**config.mk**
```make
export PLATFORM = sky130hd
export DESIGN_NAME = fifo_burst_reader_flat
export DESIGN_NICKNAME = d
export VERILOG_FILES = /design/src/rtl/fifo_burst_reader_if.sv /design/src/rtl/fifo_burst_reader.sv /design/src/flat_wrapper.sv
export SDC_FILE = /design/constraint.sdc
export NUM_CORES = 1
export LEC_CHECK = 0
export CAP_MARGIN = 20
export CORE_AREA = 2 2 90 92
export DETAILED_ROUTE_END_ITERATION = 8
export DIE_AREA = 0 0 92 94
export PLACE_DENSITY = 0.61
export SLEW_MARGIN = 30
export SYNTH_ARGS = -nofsm -noshare
export SYNTH_HDL_FRONTEND = slang
export SYNTH_SLANG_ARGS = --single-unit
export TNS_END_PERCENT = 5
```
**constraint.sdc**
```tcl
create_clock -name clk -period 1.8 [get_ports clk]
set_clock_uncertainty 0.1 [all_clocks]
set_input_delay 0.18 -clock clk [delete_from_list [all_inputs] [get_ports clk]]
set_output_delay 0.18 -clock clk [all_outputs]
set_load 0.05 [all_outputs]
```
**src/rtl/fifo_burst_reader_if.sv**
```systemverilog
// Handshake bundle for fifo_burst_reader: burst request, upstream FIFO read port,
// downstream valid/ready stream and status flags.
interface fifo_burst_reader_if #(
  parameter int unsigned DATA_WIDTH = 8,
  parameter int unsigned LEN_WIDTH  = 8
);
  logic                  start;
  logic [LEN_WIDTH-1:0]  burst_len;
  logic                  fifo_empty;
  logic                  fifo_rden;
  logic [DATA_WIDTH-1:0] fifo_data;
  logic                  m_valid;
  logic [DATA_WIDTH-1:0] m_data;
  logic                  m_last;
  logic                  m_ready;
  logic                  busy;
  logic                  done;

  modport master (
    output start, burst_len, fifo_empty, fifo_data, m_ready,
    input  fifo_rden, m_valid, m_data, m_last, busy, done
  );

  modport slave (
    input  start, burst_len, fifo_empty, fifo_data, m_ready,
    output fifo_rden, m_valid, m_data, m_last, busy, done
  );
endinterface

```
**src/rtl/fifo_burst_reader.sv**
```systemverilog
// Pops a requested number of words from a registered-output FIFO and streams them
// downstream through a 2-entry skid buffer, tagging the final word with m_last.
module fifo_burst_reader #(
  parameter int unsigned DATA_WIDTH = 8,
  parameter int unsigned LEN_WIDTH  = 8
) (
  input  logic               clk,
  input  logic               rst,
  fifo_burst_reader_if.slave bus
);

  typedef enum logic [1:0] {IDLE, ISSUE, FLUSH, DONE} state_t;

  state_t                state_q, state_d;
  logic [LEN_WIDTH-1:0]  issue_left_q, issue_left_d;
  logic [LEN_WIDTH-1:0]  xfer_left_q, xfer_left_d;
  logic                  inflight_q, inflight_d;
  logic                  inflight_last_q, inflight_last_d;
  logic [1:0]            count_q, count_d;
  logic [DATA_WIDTH-1:0] data0_q, data0_d, data1_q, data1_d;
  logic                  last0_q, last0_d, last1_q, last1_d;

  logic       rden;
  logic       pop;
  logic       wr;
  logic [1:0] occ_eff;

  always_ff @(posedge clk or posedge rst) begin
    if (rst) begin
      state_q         <= IDLE;
      issue_left_q    <= '0;
      xfer_left_q     <= '0;
      inflight_q      <= 1'b0;
      inflight_last_q <= 1'b0;
      count_q         <= '0;
      data0_q         <= '0;
      data1_q         <= '0;
      last0_q         <= 1'b0;
      last1_q         <= 1'b0;
    end else begin
      state_q         <= state_d;
      issue_left_q    <= issue_left_d;
      xfer_left_q     <= xfer_left_d;
      inflight_q      <= inflight_d;
      inflight_last_q <= inflight_last_d;
      count_q         <= count_d;
      data0_q         <= data0_d;
      data1_q         <= data1_d;
      last0_q         <= last0_d;
      last1_q         <= last1_d;
    end
  end

  always_comb begin
    state_d         = state_q;
    issue_left_d    = issue_left_q;
    xfer_left_d     = xfer_left_q;
    count_d         = count_q;
    data0_d         = data0_q;
    data1_d         = data1_q;
    last0_d         = last0_q;
    last1_d         = last1_q;
    rden            = 1'b0;
    pop             = (count_q != 2'd0) && bus.m_ready;
    wr              = inflight_q;
    // A head pop this cycle frees a slot, so it is credited before the
    // occupancy test; without this the stream stalls every other cycle.
    occ_eff         = count_q + {1'b0, inflight_q} - {1'b0, pop};

    case (state_q)
      IDLE: begin
        if (bus.start && (bus.burst_len != '0)) begin
          state_d      = ISSUE;
          issue_left_d = bus.burst_len;
          xfer_left_d  = bus.burst_len;
        end
      end
      ISSUE: begin
        if (!bus.fifo_empty && (issue_left_q != '0) && (occ_eff < 2'd2)) begin
          rden         = 1'b1;
          issue_left_d = issue_left_q - LEN_WIDTH'(1);
          if (issue_left_q == LEN_WIDTH'(1)) state_d = FLUSH;
        end
      end
      FLUSH:   ;
      DONE:    state_d = IDLE;
      default: state_d = IDLE;
    endcase

    if (pop && (xfer_left_q != '0)) begin
      xfer_left_d = xfer_left_q - LEN_WIDTH'(1);
      if ((state_q == FLUSH) && (xfer_left_q == LEN_WIDTH'(1))) state_d = DONE;
    end

    inflight_d      = rden;
    inflight_last_d = rden && (issue_left_q == LEN_WIDTH'(1));

    if (wr && pop) begin
      if (count_q == 2'd2) begin
        data0_d = data1_q;
        last0_d = last1_q;
        data1_d = bus.fifo_data;
        last1_d = inflight_last_q;
      end else begin
        data0_d = bus.fifo_data;
        last0_d = inflight_last_q;
      end
    end else if (pop) begin
      data0_d = data1_q;
      last0_d = last1_q;
      count_d = count_q - 2'd1;
    end else if (wr) begin
      if (count_q == 2'd0) begin
        data0_d = bus.fifo_data;
        last0_d = inflight_last_q;
      end else begin
        data1_d = bus.fifo_data;
        last1_d = inflight_last_q;
      end
      count_d = count_q + 2'd1;
    end
  end

  assign bus.fifo_rden = rden;
  assign bus.m_valid   = (count_q != 2'd0);
  assign bus.m_data    = data0_q;
  assign bus.m_last    = last0_q;
  assign bus.busy      = (state_q != IDLE);
  assign bus.done      = (state_q == DONE);

endmodule

```
**src/flat_wrapper.sv**
```systemverilog
// flat-port wrapper written by rule: the top's interface ports become plain ports
module fifo_burst_reader_flat 
#(
  parameter int unsigned DATA_WIDTH = 8,
  parameter int unsigned LEN_WIDTH  = 8
)
  (clk, rst, bus_start, bus_burst_len, bus_fifo_empty, bus_fifo_data, bus_m_ready, bus_fifo_rden, bus_m_valid, bus_m_data, bus_m_last, bus_busy, bus_done);
  fifo_burst_reader_if #(.DATA_WIDTH(DATA_WIDTH), .LEN_WIDTH(LEN_WIDTH)) bus_i ();
  input  logic clk;
  input  logic rst;
  input wire logic [$bits(bus_i.start)-1:0] bus_start;
  input wire logic [$bits(bus_i.burst_len)-1:0] bus_burst_len;
  input wire logic [$bits(bus_i.fifo_empty)-1:0] bus_fifo_empty;
  input wire logic [$bits(bus_i.fifo_data)-1:0] bus_fifo_data;
  input wire logic [$bits(bus_i.m_ready)-1:0] bus_m_ready;
  output wire logic [$bits(bus_i.fifo_rden)-1:0] bus_fifo_rden;
  output wire logic [$bits(bus_i.m_valid)-1:0] bus_m_valid;
  output wire logic [$bits(bus_i.m_data)-1:0] bus_m_data;
  output wire logic [$bits(bus_i.m_last)-1:0] bus_m_last;
  output wire logic [$bits(bus_i.busy)-1:0] bus_busy;
  output wire logic [$bits(bus_i.done)-1:0] bus_done;
  assign bus_i.start = bus_start;
  assign bus_i.burst_len = bus_burst_len;
  assign bus_i.fifo_empty = bus_fifo_empty;
  assign bus_i.fifo_data = bus_fifo_data;
  assign bus_i.m_ready = bus_m_ready;
  assign bus_fifo_rden = bus_i.fifo_rden;
  assign bus_m_valid = bus_i.m_valid;
  assign bus_m_data = bus_i.m_data;
  assign bus_m_last = bus_i.m_last;
  assign bus_busy = bus_i.busy;
  assign bus_done = bus_i.done;
  fifo_burst_reader #(.DATA_WIDTH(DATA_WIDTH), .LEN_WIDTH(LEN_WIDTH)) u_core (.clk(clk), .rst(rst), .bus(bus_i));
endmodule
```
==> results.ini, run 1 <==
[floorplanning]
fp.dieH_um=94
num_rows=32
pin_count=34
core_area_um2=7607
die_w_um=92
dieArea_um2=8648
start_util=0.2944

[global_routing]
overflow=0
antenna_found_initial=0
use_met3=0.02889
track_usage=0.1520
grt_pass1_vias=2180
grt_max_degree=41
grt_pass1_wl_um=10430
grt_use_met2=0.2586
busiest_layer=met2
grt_use_met1=0.1952

[sta]
tightest_slew_ns=0.4913
slew_headroom=0.6715
rsz0062_at_grt=true
finalSetupViolCount=9
tns_ns=-0.6833
finalCritPeriodShare=1.093
period_needed_ns=1.968
setup_slack_ns=-0.1681
fmax_ghz=0.5081
slew_viol_final=0
hold_viol=0

[yosys]
synth.avg_cell_area_um2=9.571
yosysMostFrequentCell=dfrtp_1
netlist_top_cells_area=dfrtp_1 (45%), mux2i_1 (5.4%), a21oi_1 (5.1%), mux2_2 (4.5%), nand2_1 (3.9%)
yosys.area.top_type=dfrtp_1
synthesis.area_um2=2240
synth_seq_cells=40
synth_top_area_share=0.4469
synth_edf_count=0
yosysUniqueCellTypes=48
syn-instance-count=234
yosysSeqAreaShare=0.4469
syn-num-nets=261
netlist_top_cells_count=dfrtp_1 (40), a21oi_1 (23), nand2_1 (23), nor2_1 (23), mux2i_1 (12)
yosys_most_used_dff=dfrtp_1
ys_warn_count=0
async_reset_ff_frac=1.000

[cells_and_area]
fin_util=0.4380
final_nets=348
area_growth_pct=48.77
drive_above_1_share=0.3385
n_antenna_cell=0

[detailed_routing]
postRouteAntennaNets=0
drt_iter0_drc=102
finalWirelength_um=6240
drcViolationCount=0
wl_per_cell_um=14.72
viasPerCell=5.108
drtPass1Iterations=5
via_count=2166

[run]
drv_cap=0

[run_status]
status=finished with violations
violations=setup timing

[setup_path]
critPathLaunchType=register
worst_ep_arrival_time_ns=1.69
critPathCaptureType=output port
critical_path_required_ns=1.52
critPathMaxFanout=4
critPathKind=reg -> out

[power]
seq_power_share=0.270
fin_total_pwr_mw=5.777
ir_drop_v=0.0005016
clkPwrFrac=0.105
p_leak_nw=1.474
p_int_mw=3.262
sw_frac_of_total=0.4354
power_density_nw_per_um2=1734
p_switching_mw=2.515
combPwrFrac=0.624

[cts]
clk_path_buf_depth=2
holdBufCountCts=0
cts_sinks=40
cts_max_level=2
root_buffer=clkbuf_8
insertion_delay_ns=0.30
cts.clk_slew.worst_paths_ns=0.09
cts_inserted_buffers=5
cts_tree=yes

[hold_path]
worstHoldPathType=in -> async

[placed_design]
io_buffers=33
gp_congestion=0.7781
dp_hpwl_um=4323

-- power groups by stage --
stage	Clock, mW	Sequential, mW	Combinational (mW)
after floorplan	0	1.92	1.61
after global placement	0	1.54	3.27
after detailed placement	0	1.56	3.34
after CTS	0.634	1.55	3.51
after global routing	0.664	1.62	3.93
final	0.609	1.56	3.61
-- worst max-delay path, cell delays in order, from the launching register on --
cell	delay, ns
dfrtp_1	0.37
nor2b_4	0.16
mux2i_2	0.27
o21bai_2	0.10
buf_6	0.14
nor2_4	0.09
buf_6	0.12
buf_12	0.13
-- flip-flops by register name (all words and copies together) (netlist names) --
name                    flops
u_core.count_q              2
u_core.bus.m_last           1
u_core.issue_left_q         8
u_core.xfer_left_q          8
u_core.bus.m_data           8
u_core.last1_q              1
u_core.inflight_q           1
u_core.state_q              2
u_core.inflight_last_q      1
u_core.data1_q              8
-- worst paths after layout --
kind                            depth (start not counted)                                 end  slack [ns]                         startpoint
worst min register to register                          2   u_core.xfer_left_q[6]$_DFFE_PP0P_        0.39  u_core.xfer_left_q[6]$_DFFE_PP0P_
worst max register to register                         10  u_core.issue_left_q[3]$_DFFE_PP0P_       -0.09        u_core.inflight_q$_DFF_PP0_
worst min-delay path                                    3  u_core.issue_left_q[5]$_DFFE_PP0P_        0.13                                rst
min in group clk                                        4  u_core.issue_left_q[1]$_DFFE_PP0P_        0.30                   bus_burst_len[1]
max in group asynchronous                               3   u_core.xfer_left_q[0]$_DFFE_PP0P_        1.25                                rst
worst max-delay path                                    7                       bus_fifo_rden       -0.17        u_core.inflight_q$_DFF_PP0_
-- placed cells by master (no fill, tap or decap), types with 5 or more instances in the layout --
cell type,synthesis,routed
nor3_1,8,6
dfrtp_1,40,39
mux2i_1,12,11
buf_4,0,53
o21ai_0,8,6
a21oi_1,23,23
buf_12,0,7
mux2_2,9,9
clkdlybuf4s50_1,0,24
clkbuf_8,0,5
o211ai_1,5,5
nor2_1,23,20
nand2_1,23,21
inv_1,7,7
nand3_1,8,8
-- cell families (layout without fill, tap and decap cells) --
logic type                 after synthesis  count (layout)  share of synthesized area
AOI/OAI and AO/OA                       62              62                     0.1844
xor gates and xnor gates                 1               1                   0.003911
adders and majority gates                6               6                    0.03352
buffers and inverters                   17             105                    0.03631
DFF                                     40              40                     0.4469
muxes                                   21              21                    0.09889
and+or+nand+nor                         87              87                     0.1961
-- stage by stage --
stage | cell area (um2) | worst slack, ns | hold slack, ns | std cells
6_report | 3332 | -0.1681 | 0.1251 | 424
5_1_grt | 3332 | -0.2544 | 0.1521 | 424
3_3_place_gp | 3090 | -0.3616 | 0.3847 | 409
2_1_floorplan | 2242 | -0.1703 | 0.2069 | 234
4_1_cts | 3261 | -0.1648 | 0.1424 | 422
3_5_place_dp | 3090 | -0.4232 | 0.3913 | 409
-- cell type report --
class | instances | area (um2)
multi-input combinational | 177 | 1244
timing repair buffer | 90 | 844.6
clock buffer | 5 | 68.82
sequential | 40 | 1002
fill | 756 | 4275
tap | 102 | 127.6
clock inverter | 3 | 18.77
inverter | 7 | 26.28
-- repair_timing --
| item | in CTS | in global routing |
|---|---|---|
| endpoints found under the setup margin | 15 | 16 |
| resized for setup | 14 | 15 |
| buffers inserted | 5 | 2 |
| pin swaps | 4 | 7 |
-- metal layers --
layer / vias up / wire length, um / share of wire
li1: 1040 / - / -
met1: 1051 / 2756 / 0.44
met2: 64 / 3026 / 0.48
met3: 11 / 321 / 0.051
met4: 0 / 136 / 0.022
met5: - / 0 / 0
No activity file was read; power rests on OpenSTA's default activity.
==> inputs of run 2 (changes only) <==
ABC_AREA = 1   (was unset)
CORE_AREA = 2 2 94 96   (was 2 2 90 92)
DIE_AREA = 0 0 96 98   (was 0 0 92 94)
==> run 2 against run 1 <==
  * Largest power group is now sequential cells
  * Routed wire length is 1.0% higher
  * The run still ends with setup timing left
  * Critical endpoint unchanged
  * Core utilization is 3.7 points lower
  * Clock power is 3.6% lower
  * Maximum frequency is 5.0% higher
  * First-iteration DRC count is 16% lower
  * Register-to-register slack better by 0.13 ns
  * Largest cell class unchanged
  * Die area is 8.8% higher
==> results.ini, run 2 <==
[cts]
insertion_delay_ns=0.30
clk_path_buf_depth=2
cts.clk_slew.worst_paths_ns=0.08
root_buffer=clkbuf_8
cts_max_level=2
cts_inserted_buffers=5
cts_sinks=40
holdBufCountCts=0
cts_tree=yes

[sta]
finalSetupViolCount=1
period_needed_ns=1.875
setup_slack_ns=-0.07491
holdWs_ns=0.1288
finalCritPeriodShare=1.042
tightest_slew_ns=0.6013
slew_viol_final=0
hold_viol=0
fmax_ghz=0.5334
rsz0062_at_grt=true
slew_headroom=0.5991

[yosys]
synth.avg_cell_area_um2=7.830
yosysSeqAreaShare=0.4071
ys_warn_count=0
synth_seq_cells=40
yosysUniqueCellTypes=35
netlist_top_cells_area=dfrtp_1 (41%), nand2_1 (12%), inv_1 (6.6%), o21ai_0 (6.5%), nand3_1 (5.5%)
yosysMostFrequentCell=nand2_1
netlist_top_cells_count=nand2_1 (79), inv_1 (43), dfrtp_1 (40), o21ai_0 (32), nand3_1 (27)
yosys_most_used_dff=dfrtp_1
synthesis.area_um2=2459
syn-instance-count=314
async_reset_ff_frac=1.000
yosys.area.top_type=dfrtp_1
synth_edf_count=0
synth_top_area_share=0.4071
syn-num-nets=341

[setup_path]
worstSetupEndpoint=bus_fifo_rden
worst_ep_arrival_time_ns=1.59
reg2reg_from=u_core.count_q[0]$_DFFE_PP0P_
worst-r2r-cell-count=11
critPathKind=reg -> out
critPathLaunchType=register
r2r_end=u_core.bus.m_data[7]$_DFFE_PP0P_
crit_start=u_core.count_q[1]$_DFFE_PP0P_
rrSetupSlack_ns=0.04
critPathCaptureType=output port
critPathMaxFanout=5
critical_path_required_ns=1.52

[floorplanning]
start_util=0.2904
num_rows=34
die_w_um=96
fp.dieH_um=98
pin_count=34
dieArea_um2=9408
core_area_um2=8466

[placed_design]
io_buffers=33
dp_hpwl_um=4536
dp_cells=477
place_ws_ns=-0.1007
gp_congestion=0.8912

[global_routing]
track_usage=0.1383
grt_max_degree=41
busiest_layer=met2
grt_use_met2=0.2340
grt_pass1_vias=2327
use_met3=0.03627
grt_pass1_wl_um=10410
overflow=0
antenna_found_initial=0
grt_use_met1=0.1724

[cells_and_area]
layout_common_cells=nand2_1 (74), buf_4 (43), inv_1 (38), dfrtp_1 (38), o21ai_0 (30)
final_common_cell=nand2_1
drive_above_1_share=0.2744
final_nets=417
area_growth_pct=37.91
n_antenna_cell=0
stdcell_count=498

[run_status]
violations=setup timing
status=finished with violations

[power]
p_leak_nw=1.615
power_density_nw_per_um2=492.4
ir_drop_v=0.0002317

[detailed_routing]
finalWirelength_um=6303
viasPerCell=4.679
postRouteAntennaNets=0
drtPass1Iterations=4
drcViolationCount=0
wl_per_cell_um=12.66
drt_iter0_drc=86
via_count=2330

[hold_path]
worstHoldPathType=in -> async

[run]
drv_cap=0

[run 2: cell types whose count changed after synthesis, moves of 6 or more]
cell	before	now
mux2i_1	12	0
mux2_2	9	3
o21ai_0	8	32
nor3_1	8	0
nand3_2	0	9
nand3_1	8	27
nand2_1	23	79
inv_1	7	43
a21oi_1	23	7
[run 2: area by class of cell]
cell class                 count  area [um2]
clock buffer                   5       68.82
clock inverter                 2       12.51
fill                         849        5075
inverter                      47       182.7
multi-input combinational    220        1290
sequential                    40        1003
tap                          108       135.1
timing repair buffer          76       698.2
[run 2: routing by layer]
layer | share of wire | vias to the layer above
li1 | - | 1171
met5 | 0 | -
met3 | 0.046 | 7
met4 | 0.013 | 0
met1 | 0.45 | 1091
met2 | 0.49 | 61
[run 2: logic make-up (layout without fill, tap and decap cells)]
group | count (synthesis) | count (layout) | share of synthesized area
simple gates | 148 | 148 | 0.2875
compound gates | 57 | 57 | 0.1399
xor+xnor | 4 | 4 | 0.01425
fa+ha+maj | 6 | 6 | 0.03053
mux | 5 | 5 | 0.02595
buf+inv | 54 | 130 | 0.09465
flops | 40 | 40 | 0.4071
[run 2: what timing repair did]
action,4_1_cts,5_1_grt
gates resized for setup,14,14
buffers inserted,9,5
endpoints found under the setup margin,9,18
pin swaps,7,8
[run 2: critical path, stage by stage, from the launching register on]
cell and delay, ns:
dfrtp_2 0.47, o21ai_4 0.25, nand3_2 0.11, nand2_2 0.08
inv_2 0.05, nand4_4 0.07, clkinvlp_4 0.11, buf_12 0.15
[run 2: how the worst min path moves through the flow]
stage / cells after the start / startpoint / endpoint
detailed placement: 2 / u_core.bus.m_data[5]$_DFFE_PP0P_ / u_core.bus.m_data[5]$_DFFE_PP0P_
CTS: 3 / rst / u_core.bus.m_last$_DFFE_PP0P_
global placement: 2 / u_core.bus.m_data[6]$_DFFE_PP0P_ / u_core.bus.m_data[6]$_DFFE_PP0P_
floorplan: 1 / bus_fifo_data[0] / u_core.data1_q[0]$_DFFE_PP0P_
global route: 3 / rst / u_core.bus.m_data[3]$_DFFE_PP0P_
finish: 3 / rst / u_core.bus.m_last$_DFFE_PP0P_
[run 2: power by group]
group	switching (mW)	total (mW)	internal, mW
Combinational	0.0939	0.172	0.0777
Sequential	0.00466	0.911	0.907
Clock	0.324	0.587	0.263
Total	0.423	1.67	1.25
[run 2: stage by stage]
stage               power (mW)  TNS [ns]  instance area (um2)  utilization
floorplan                1.003         0                 2462            -
global placement         1.100  -0.07735                 3112       0.3676
detailed placement       1.102   -0.6796                 3112       0.3676
CTS                      1.698  -0.04332                 3304       0.3903
global route             1.748   -0.5135                 3391       0.4005
finish                   1.670  -0.07491                 3391       0.4005
